[config.mk]
export PLATFORM = sky130hd
export DESIGN_NAME = hopfield_recall_ctrl
export DESIGN_NICKNAME = d
export VERILOG_FILES = /design/src/rtl/hopfield_recall_ctrl.sv
export SDC_FILE = /design/constraint.sdc
export NUM_CORES = 1
export LEC_CHECK = 0
export CELL_PAD_IN_SITES_DETAIL_PLACEMENT = 1
export CELL_PAD_IN_SITES_GLOBAL_PLACEMENT = 1
export CORE_AREA = 8 8 458 460
export DETAILED_ROUTE_END_ITERATION = 16
export DIE_AREA = 0 0 466 468
export PLACE_DENSITY_LB_ADDON = 0.1
export SETUP_SLACK_MARGIN = 0.05
export SYNTH_ARGS = -nofsm -noshare
export SYNTH_HDL_FRONTEND = slang
export SYNTH_SLANG_ARGS = --single-unit
[constraint.sdc]
create_clock -name clk -period 4.7 [get_ports clk]
set_clock_uncertainty 0.05 [all_clocks]
set_input_delay 1.175 -clock clk [delete_from_list [all_inputs] [get_ports clk]]
set_output_delay 1.175 -clock clk [all_outputs]
set_load 0.01 [all_outputs]
[src/rtl/hopfield_recall_ctrl.sv]
// Recall sequencer for the Hopfield datapath: accepts a probe, clears the network,
// runs it until convergence or timeout and hands the settled state back to the host.
module hopfield_recall_ctrl #(
  parameter int N          = 9,
  parameter int SIZE       = 32,
  parameter int CLR_CYCLES = 2,
  parameter int MAX_CYCLES = 1000,
  parameter int CNT_W      = 16
) (
  input  logic                clk,
  input  logic                rst_n,
  input  logic                start_valid,
  output logic                start_ready,
  input  logic [SIZE*N-1:0]   s_in,
  input  logic                abort,
  output logic                net_en,
  output logic                net_rst_n,
  output logic [SIZE*N-1:0]   net_s,
  input  logic [SIZE*N-1:0]   net_fullres,
  input  logic                net_done,
  output logic                res_valid,
  input  logic                res_ready,
  output logic [SIZE*N-1:0]   res_s,
  output logic                res_converged,
  output logic [CNT_W-1:0]    res_cycles,
  output logic                busy
);

  localparam int W = SIZE * N;
  localparam logic [CNT_W-1:0] CLR_LOAD = CNT_W'(CLR_CYCLES - 1);
  localparam logic [CNT_W-1:0] MAX_CNT  = CNT_W'(MAX_CYCLES);
  localparam logic [CNT_W-1:0] CNT_ONE  = CNT_W'(1);
  localparam logic [CNT_W-1:0] CNT_ZERO = {CNT_W{1'b0}};

  typedef enum logic [1:0] {
    S_IDLE  = 2'd0,
    S_CLEAR = 2'd1,
    S_RUN   = 2'd2,
    S_DONE  = 2'd3
  } state_e;

  state_e           state_q, state_d;
  logic [CNT_W-1:0] clr_q, clr_d;
  logic [CNT_W-1:0] cyc_q, cyc_d;
  logic [CNT_W-1:0] res_cyc_q, res_cyc_d;
  logic [W-1:0]     pat_q, pat_d;
  logic [W-1:0]     res_s_q, res_s_d;
  logic             conv_q, conv_d;
  logic             sync1_q, sync2_q;
  logic             start_ready_q, busy_q, net_en_q, net_rst_n_q, res_valid_q;

  // Next-state, counter and result-capture logic.
  always_comb begin
    state_d   = state_q;
    clr_d     = clr_q;
    cyc_d     = cyc_q;
    pat_d     = pat_q;
    res_s_d   = res_s_q;
    conv_d    = conv_q;
    res_cyc_d = res_cyc_q;
    case (state_q)
      S_IDLE: begin
        if (start_valid && start_ready_q) begin
          pat_d   = s_in;
          clr_d   = CLR_LOAD;
          state_d = S_CLEAR;
        end else begin
          state_d = S_IDLE;
        end
      end
      S_CLEAR: begin
        if (abort) begin
          state_d = S_IDLE;
        end else if (clr_q == CNT_ZERO) begin
          cyc_d   = CNT_ZERO;
          state_d = S_RUN;
        end else begin
          clr_d = clr_q - CNT_ONE;
        end
      end
      S_RUN: begin
        // Abort beats a capture; a synced done beats the timeout.
        if (abort) begin
          state_d = S_IDLE;
        end else if (sync2_q || (cyc_q == MAX_CNT)) begin
          res_s_d   = net_fullres;
          conv_d    = sync2_q;
          res_cyc_d = cyc_q;
          state_d   = S_DONE;
        end else begin
          cyc_d = cyc_q + CNT_ONE;
        end
      end
      S_DONE: begin
        if (res_ready) begin
          state_d = S_IDLE;
        end else begin
          state_d = S_DONE;
        end
      end
      default: begin
        state_d = S_IDLE;
      end
    endcase
  end

  // State, counters, pattern and result registers.
  always_ff @(posedge clk or negedge rst_n) begin
    if (!rst_n) begin
      state_q   <= S_IDLE;
      clr_q     <= CNT_ZERO;
      cyc_q     <= CNT_ZERO;
      res_cyc_q <= CNT_ZERO;
      pat_q     <= {W{1'b0}};
      res_s_q   <= {W{1'b0}};
      conv_q    <= 1'b0;
    end else begin
      state_q   <= state_d;
      clr_q     <= clr_d;
      cyc_q     <= cyc_d;
      res_cyc_q <= res_cyc_d;
      pat_q     <= pat_d;
      res_s_q   <= res_s_d;
      conv_q    <= conv_d;
    end
  end

  // net_done comes from another clock edge, so it only samples while running.
  always_ff @(posedge clk or negedge rst_n) begin
    if (!rst_n) begin
      sync1_q <= 1'b0;
      sync2_q <= 1'b0;
    end else if ((state_q == S_RUN) && !abort) begin
      sync1_q <= net_done;
      sync2_q <= sync1_q;
    end else begin
      sync1_q <= 1'b0;
      sync2_q <= 1'b0;
    end
  end

  // Status outputs decoded from the next state so they are flops, not gates.
  always_ff @(posedge clk or negedge rst_n) begin
    if (!rst_n) begin
      start_ready_q <= 1'b1;
      busy_q        <= 1'b0;
      net_en_q      <= 1'b0;
      net_rst_n_q   <= 1'b0;
      res_valid_q   <= 1'b0;
    end else begin
      start_ready_q <= (state_d == S_IDLE);
      busy_q        <= (state_d != S_IDLE);
      net_en_q      <= (state_d == S_RUN);
      net_rst_n_q   <= (state_d == S_RUN) || (state_d == S_DONE);
      res_valid_q   <= (state_d == S_DONE);
    end
  end

  assign start_ready   = start_ready_q;
  assign busy          = busy_q;
  assign net_en        = net_en_q;
  assign net_rst_n     = net_rst_n_q;
  assign res_valid     = res_valid_q;
  assign net_s         = pat_q;
  assign res_s         = res_s_q;
  assign res_converged = conv_q;
  assign res_cycles    = res_cyc_q;

endmodule

==> run summary, run 1 <==
Root Driver = clkbuf_16
Total track usage = 13.6%
Die area = 218000 um^2
Ys async rst share = 100%
Gpl congestion = 0.732
Sw frac = 34.4%
CTS sink count = 634
Tightest Hold Check Type = flip-flop to flip-flop
First-pass DRT Iterations = 4
Post-route cell area = 42600 um^2
Net Sw Power = 7460 uW
Worst Max-Slew Pin Slew = 917 ps
Max cap viols = 0
Register bit total from synthesis = 634
Initial antenna violation count = 81
Required time of the worst setup path = 3470 ps
Worst VDD drop = 0.264 mV
Main area contributors after synthesis = dfrtp_1, nand2_1, buf_2, clkbuf_1, nor2_1
Die width = 466 um
Leakage power = 0.0201 uW
Sequential area share after synthesis = 65.6%
Hold Startpoint = sync1_q$_DFF_PN0_
Crit start category = flip-flop
Post-Syn Instances = 2711
TritonCTS Buffers = 92
DR vias = 22.9k
Yosys warning count = 0
Period utilization = 65.3%
Reg clk slew, reported paths = 60 ps
H-tree Lvls = 3
Max incr delay on CP = 790 ps
Core ar. = 203000 um^2
Final Hold Vio Count = 0
Slew margin rel. = 38.9%
Sequential share of power = 34.7%
Minimum hold slack = 417 ps
Final Max Slew Viols = 0
I/O pin count = 1180
DR iter-0 viols = 954
Hold path endpoint = sync2_q$_DFF_PN0_
DIE HEIGHT = 468 um
Internal power = 14200 uW
Crit end category = primary output
Non-Filler Instances = 6682
Post-CTS sizing = 0
Clock power share = 33.1%
Vias in the first global route = 25.2k
TritonCTS clock tree = done
Number of synthesized flops with an enable pin = 0
Synth top area share = 65.4%
Global route total overflow = 0
Mean area per synthesized cell = 8.93 um^2
Wire per inst = 22.9 um
Dpl hpwl = 119000 um
Vias per inst = 3.42
Inst Count DP = 6499
Delay-heaviest family, CP = buffers and inverters
IO Port Bufs = 1179
Hold Path Cell Cnt = 1
Synthesized Nets = 3296
Num rows = 166
Max frequency = 0.326 GHz
Critical Path Fanout Max = 2
Crit Reg-Reg Endpoint = cyc_q[15]$_DFFE_PN0P_
Mapped Area = 24200 um^2
Number of setup buffers added after CTS = 0
Worst skew pair latency = 720 ps
Setup TNS Final = 0 ps
Critical path cell sequence = clkdlybuf4s50_1
Yosys cell types = 45
Largest net degree at the start of global routing = 99
Hold-fix buffers, CTS = 0
First-pass GRT wire length = 211000 um
Area Growth Syn to Fin = 75.9%
Setup Viol. Count Final = 0
Reg-to-reg setup timing slack = 2040 ps
Max stage delay cell, worst path = clkdlybuf4s50_1
Residual DRC = 0
Post-DRT Antenna Nets = 0
Yosys top cell by area = dfrtp_1
Reg-to-Reg Start = clr_q[6]$_DFFE_PN0P_
Crit Path Class = flip-flop to primary output
Pwr Total = 21700 uW
Unrepaired setup endpoints after global routing = no
Initial Util = 11.9%
P per Cell Area = 509 nW/um^2
Share of post-route cells with drive strength above 1 = 5.44%
Worst reg2reg path depth = 5
CTS Buffer Depth = 3
Placed inst area = 39500 um^2
Synth Flop Type = dfrtp_1
Min cycle time layout = 3070 ps
Layout Nets = 4490
Drt total wl = 153000 um
Status = completed
Worst Path Buf+Inv = 1
Comb pwr share = 32.2%
Worst path arrival time = 1850 ps
-- cell families (layout without fill, tap and decap cells) --
logic type,after synthesis,after routing,synth area share (%)
buffers and inverters,144,1402,2.62
AND/OR/NAND/NOR,1890,1890,30.3
other,0,25,0
multiplexers,8,8,0.331
XOR/XNOR,13,13,0.470
flip-flops,634,634,65.6
adder cells (fa/ha/maj),3,3,0.155
AO/OA/AOI/OAI,19,19,0.600
-- synthesized netlist by cell type, types with 4 or more instances --
cell and instances:
dfrtp_1 633, clkbuf_1 61, buf_1 9, nand3_1 16, and3_1 7, mux2i_1 8
nor4_1 4, inv_1 5, xnor2_1 4, o21ai_0 9, nor3_1 5, xor2_1 9
buf_2 66, nor2_1 26, nand4_1 11, nand2_1 1790
-- registers in the layout (all words and copies together), names as in the netlist, 2 cells and up --
signal,flops
state_q,2
net_s,288
res_s,288
res_cycles,16
clr_q,16
cyc_q,16
-- layout by cell type (no fill, tap or decap), types with 3 or more instances in the layout --
cell | netlist | layout
o21ai_0 | 9 | 9
nor2_1 | 26 | 24
and4_1 | 3 | 3
buf_12 | 0 | 19
nor3_1 | 5 | 5
bufinv_16 | 0 | 5
clkbuf_16 | 0 | 94
diode_2 | 0 | 25
nor3b_2 | 3 | 3
clkbuf_8 | 0 | 21
ha_1 | 3 | 3
clkinv_2 | 0 | 13
nor4b_1 | 3 | 3
nor4_1 | 4 | 4
nand4_1 | 11 | 11
and3_1 | 7 | 7
mux2i_1 | 8 | 8
dfrtp_1 | 633 | 633
clkbuf_1 | 61 | 19
nand2_1 | 1790 | 1790
and2_1 | 3 | 3
inv_1 | 5 | 5
buf_4 | 3 | 41
xor2_1 | 9 | 9
xnor2_1 | 4 | 4
nand3_1 | 16 | 16
clkdlybuf4s50_1 | 0 | 1178
-- routing by layer --
metal	track usage, %	wire length [um]	up-vias
li1	-	-	10700
met2	23.4	74100	877
met5	0	640	-
met4	2.99	2720	100
met1	14.3	56200	11000
met3	8.01	19400	246
-- worst max-delay path by stage --
stage | cells past startpoint | startpoint | endpoint
6_report | 1 | net_s[162]$_DFFE_PN0P_ | net_s[162]
5_1_grt | 1 | net_s[287]$_DFFE_PN0P_ | net_s[287]
4_1_cts | 1 | net_s[287]$_DFFE_PN0P_ | net_s[287]
3_5_place_dp | 6 | start_valid | net_s[233]$_DFFE_PN0P_
3_3_place_gp | 6 | start_valid | net_s[237]$_DFFE_PN0P_
2_1_floorplan | 6 | start_valid | state_q[0]$_DFF_PN0_
-- power groups by stage --
| stage | sequential, uW | combinational [uW] | clock [uW] |
|---|---|---|---|
| after global routing | 7720 | 7720 | 7760 |
| after floorplan | 8010 | 1890 | 0 |
| after detailed placement | 7600 | 7220 | 0 |
| final | 7530 | 6970 | 7170 |
| after global placement | 7600 | 7260 | 0 |
| after CTS | 7560 | 7260 | 7600 |
-- layout make-up --
| cell class | instances | area (um^2) |
|---|---|---|
| Clock buffer | 134 | 2710 |
| Inverter | 5 | 18.8 |
| Fill cell | 23400 | 160000 |
| Antenna cell | 25 | 62.6 |
| Multi-Input combinational cell | 1933 | 7730 |
| Tap cell | 2688 | 3360 |
| Timing Repair Buffer | 1239 | 12500 |
| Sequential cell | 634 | 15900 |
| Clock inverter | 24 | 319 |
-- per-stage QoR --
step                      setup WS, ps  utilization, %
after global routing              1470            20.9
final                             1630            21.0
after CTS                         1420            20.9
after floorplan                   2260               -
after global placement            1200            19.5
after detailed placement          1220            19.5
Power figures use the tool's default switching activity.
==> inputs of run 2 (changes only) <==
--- a/config.mk
+++ b/config.mk
@@ -7,9 +7,9 @@
 export LEC_CHECK = 0
 export CELL_PAD_IN_SITES_DETAIL_PLACEMENT = 1
 export CELL_PAD_IN_SITES_GLOBAL_PLACEMENT = 1
-export CORE_AREA = 8 8 458 460
+export CORE_AREA = 8 8 460 462
 export DETAILED_ROUTE_END_ITERATION = 16
-export DIE_AREA = 0 0 466 468
+export DIE_AREA = 0 0 468 470
 export PLACE_DENSITY_LB_ADDON = 0.1
 export SETUP_SLACK_MARGIN = 0.05
 export SYNTH_ARGS = -nofsm -noshare
==> constraint.sdc (replaced) <==
create_clock -name clk -period 2.91 [get_ports clk]
set_clock_uncertainty 0.05 [all_clocks]
set_input_delay 0.7275 -clock clk [delete_from_list [all_inputs] [get_ports clk]]
set_output_delay 0.7275 -clock clk [all_outputs]
set_load 0.01 [all_outputs]
==> run 2 against run 1 <==
- global-route usage about the same
- utilization up 0.20 points
- routed wire length up 0.44%
- setup slack worse by 1400 ps
- combinational power up 66%
- first-iteration DRC count down 12%
- total power up 62%
- critical path depth unchanged
- clock power up 58%
- sequential power up 61%
- design area up 1.5%
- register-to-register slack worse by 1400 ps
- critical path type unchanged
- highest routed layer unchanged
==> run summary, run 2 (synthesized netlist as in run 1, its figures left out) <==
Drt total wl = 154000 um (+0.44%)
Placed inst area = 40200 um^2 (+1.8%)
Num rows = 166 (unchanged)
Net Sw Power = 12000 uW (+61%)
Setup TNS Final = 0 ps (unchanged)
Root Driver = clkbuf_16
Commonest non-fill, non-tap cell in the layout = nand2_1
Worst VDD drop = 0.422 mV (+60%)
DIE HEIGHT = 470 um (+0.43%)
Leakage power = 0.0204 uW (+1.6%)
Delay-heaviest family, CP = buffers and inverters
Post-route cell area = 43200 um^2 (+1.5%)
Worst Setup EP = net_s[7]
DR iter-0 viols = 840 (-12%)
Worst path arrival time = 1880 ps (+30 ps)
Final Max Slew Viols = 0 (unchanged)
First-pass GRT wire length = 213000 um (+0.52%)
Vias in the first global route = 25.3k (+0.42%)
Worst reg2reg path depth = 9 (+4)
Crit Path Class = flip-flop to primary output
Die area = 220000 um^2 (+0.86%)
Min cycle time layout = 2660 ps
Worst Path Buf+Inv = 1 (unchanged)
Hold Startpoint = sync1_q$_DFF_PN0_
Max stage delay cell, worst path = clkdlybuf4s50_1
Global route total overflow = 0 (unchanged)
Critical path cell sequence = clkdlybuf4s50_1
IO Port Bufs = 1179 (unchanged)
H-tree Lvls = 3 (unchanged)
Vias per inst = 3.42 (-0.16%)
Sw frac = 34.4% (-0.079 points)
First-pass DRT Iterations = 4 (unchanged)
Required time of the worst setup path = 2130 ps (-1340 ps)
Pre-CTS setup slack = 157 ps (-1060 ps)
Slew margin rel. = 57.6% (+19 points)
Most frequent cells in the layout = nand2_1, clkdlybuf4s50_1, dfrtp_1, clkbuf_16, buf_4
Dpl hpwl = 122000 um (+3.2%)
Initial antenna violation count = 66 (-19%)
Max incr delay on CP = 800 ps (about the same)
Worst skew pair latency = 690 ps (-30 ps)
Area Growth Syn to Fin = 78.4%
Clock power share = 32.2% (-0.9 points)
Unrepaired setup endpoints after global routing = no
Period utilization = 91.4%
Reg clk slew, reported paths = 50 ps (about the same)
Max frequency = 0.376 GHz
CTS Buffer Depth = 3 (unchanged)
Crit Reg-Reg Endpoint = res_s[83]$_DFFE_PN0P_
DR vias = 23.0k (+0.46%)
CP Launch Point = net_s[7]$_DFFE_PN0P_
Layout Nets = 4535 (+1.0%)
Reg-to-reg setup timing slack = 670 ps (-1370 ps)
Residual DRC = 0 (unchanged)
Reg-to-Reg Start = cyc_q[0]$_DFFE_PN0P_
TritonCTS Buffers = 91 (-1.1%)
Final Hold Vio Count = 0 (unchanged)
Status = completed
Internal power = 23000 uW (+62%)
Worst Max-Slew Pin Slew = 630 ps (-287 ps)
CTS sink count = 634 (unchanged)
Critical Path Fanout Max = 2 (unchanged)
Critical path depth = 1 (unchanged)
Wire per inst = 22.9 um (-0.19%)
Post-DRT Antenna Nets = 0 (unchanged)
Final worst slack = 251 ps (-1380 ps)
Gpl congestion = 0.748 (+2.2%)
Max cap viols = 0 (unchanged)
P per Cell Area = 810 nW/um^2 (+59%)
Core ar. = 204000 um^2 (+0.51%)
Sequential share of power = 34.7% (about the same)
Setup Viol. Count Final = 0 (unchanged)
I/O pin count = 1180 (unchanged)
Largest net degree at the start of global routing = 76 (-23%)
Crit end category = primary output
Initial Util = 11.9% (-0.061 points)
TritonCTS clock tree = done
Comb pwr share = 33.0% (+0.8 points)
Share of post-route cells with drive strength above 1 = 6.37% (+0.93 points)
Total track usage = 13.5% (-0.044 points)
Crit start category = flip-flop
Tightest Hold Check Type = flip-flop to flip-flop
Die width = 468 um (+0.43%)
run 2: area by class of cell:
class	instances	area, um^2
diodes	18	45.0
clock buffers	140	2700
clock inverters	21	246
fillers	23700	161000
inverters	5	18.8
multi-input cells	1933	7730
flip-flops and latches	634	15900
well taps	2688	3360
repair buffers	1285	13200
run 2: metal layers:
metal  up-vias  global-route usage (%)  share of wire (%)
li1      10800                       -                  -
met1     11000                    14.5                 37
met2       869                    23.3                 48
met3       213                    7.81                 12
met4        84                    2.57                1.9
met5         -                       0               0.36
run 2: per-stage QoR:
stage | hold WS, ps | utilization [%] | total power, uW | instances
6_report | 399 | 21.2 | 35000 | 6724
3_5_place_dp | 392 | 19.7 | 24200 | 6544
3_3_place_gp | 391 | 19.7 | 24300 | 6544
4_1_cts | 390 | 21.2 | 36100 | 6706
2_1_floorplan | 378 | - | 16000 | 2711
5_1_grt | 410 | 21.2 | 37300 | 6708
run 2: worst min path at each step:
stage | slack (ps) | depth (start not counted) | endpoint
6_report | 400 | 1 | sync2_q$_DFF_PN0_
5_1_grt | 410 | 1 | sync2_q$_DFF_PN0_
4_1_cts | 390 | 3 | res_s[14]$_DFFE_PN0P_
3_5_place_dp | 390 | 1 | sync2_q$_DFF_PN0_
3_3_place_gp | 390 | 1 | sync2_q$_DFF_PN0_
2_1_floorplan | 380 | 0 | busy$_DFF_PN0_
run 2: repair_timing:
action                                  CTS  global route
hold endpoints to repair                 19             0
hold buffers                              1             0
buffers inserted                          0             0
endpoints found under the setup margin    0             0
gates resized for setup                   0             0
run 2: power groups by stage:
stage | Clock, uW | Sequential [uW] | Combinational (uW)
3_3_place_gp | 0 | 12300 | 12000
3_5_place_dp | 0 | 12200 | 12000
2_1_floorplan | 0 | 12900 | 3060
4_1_cts | 11900 | 12200 | 12000
6_report | 11300 | 12100 | 11600
5_1_grt | 12100 | 12400 | 12800
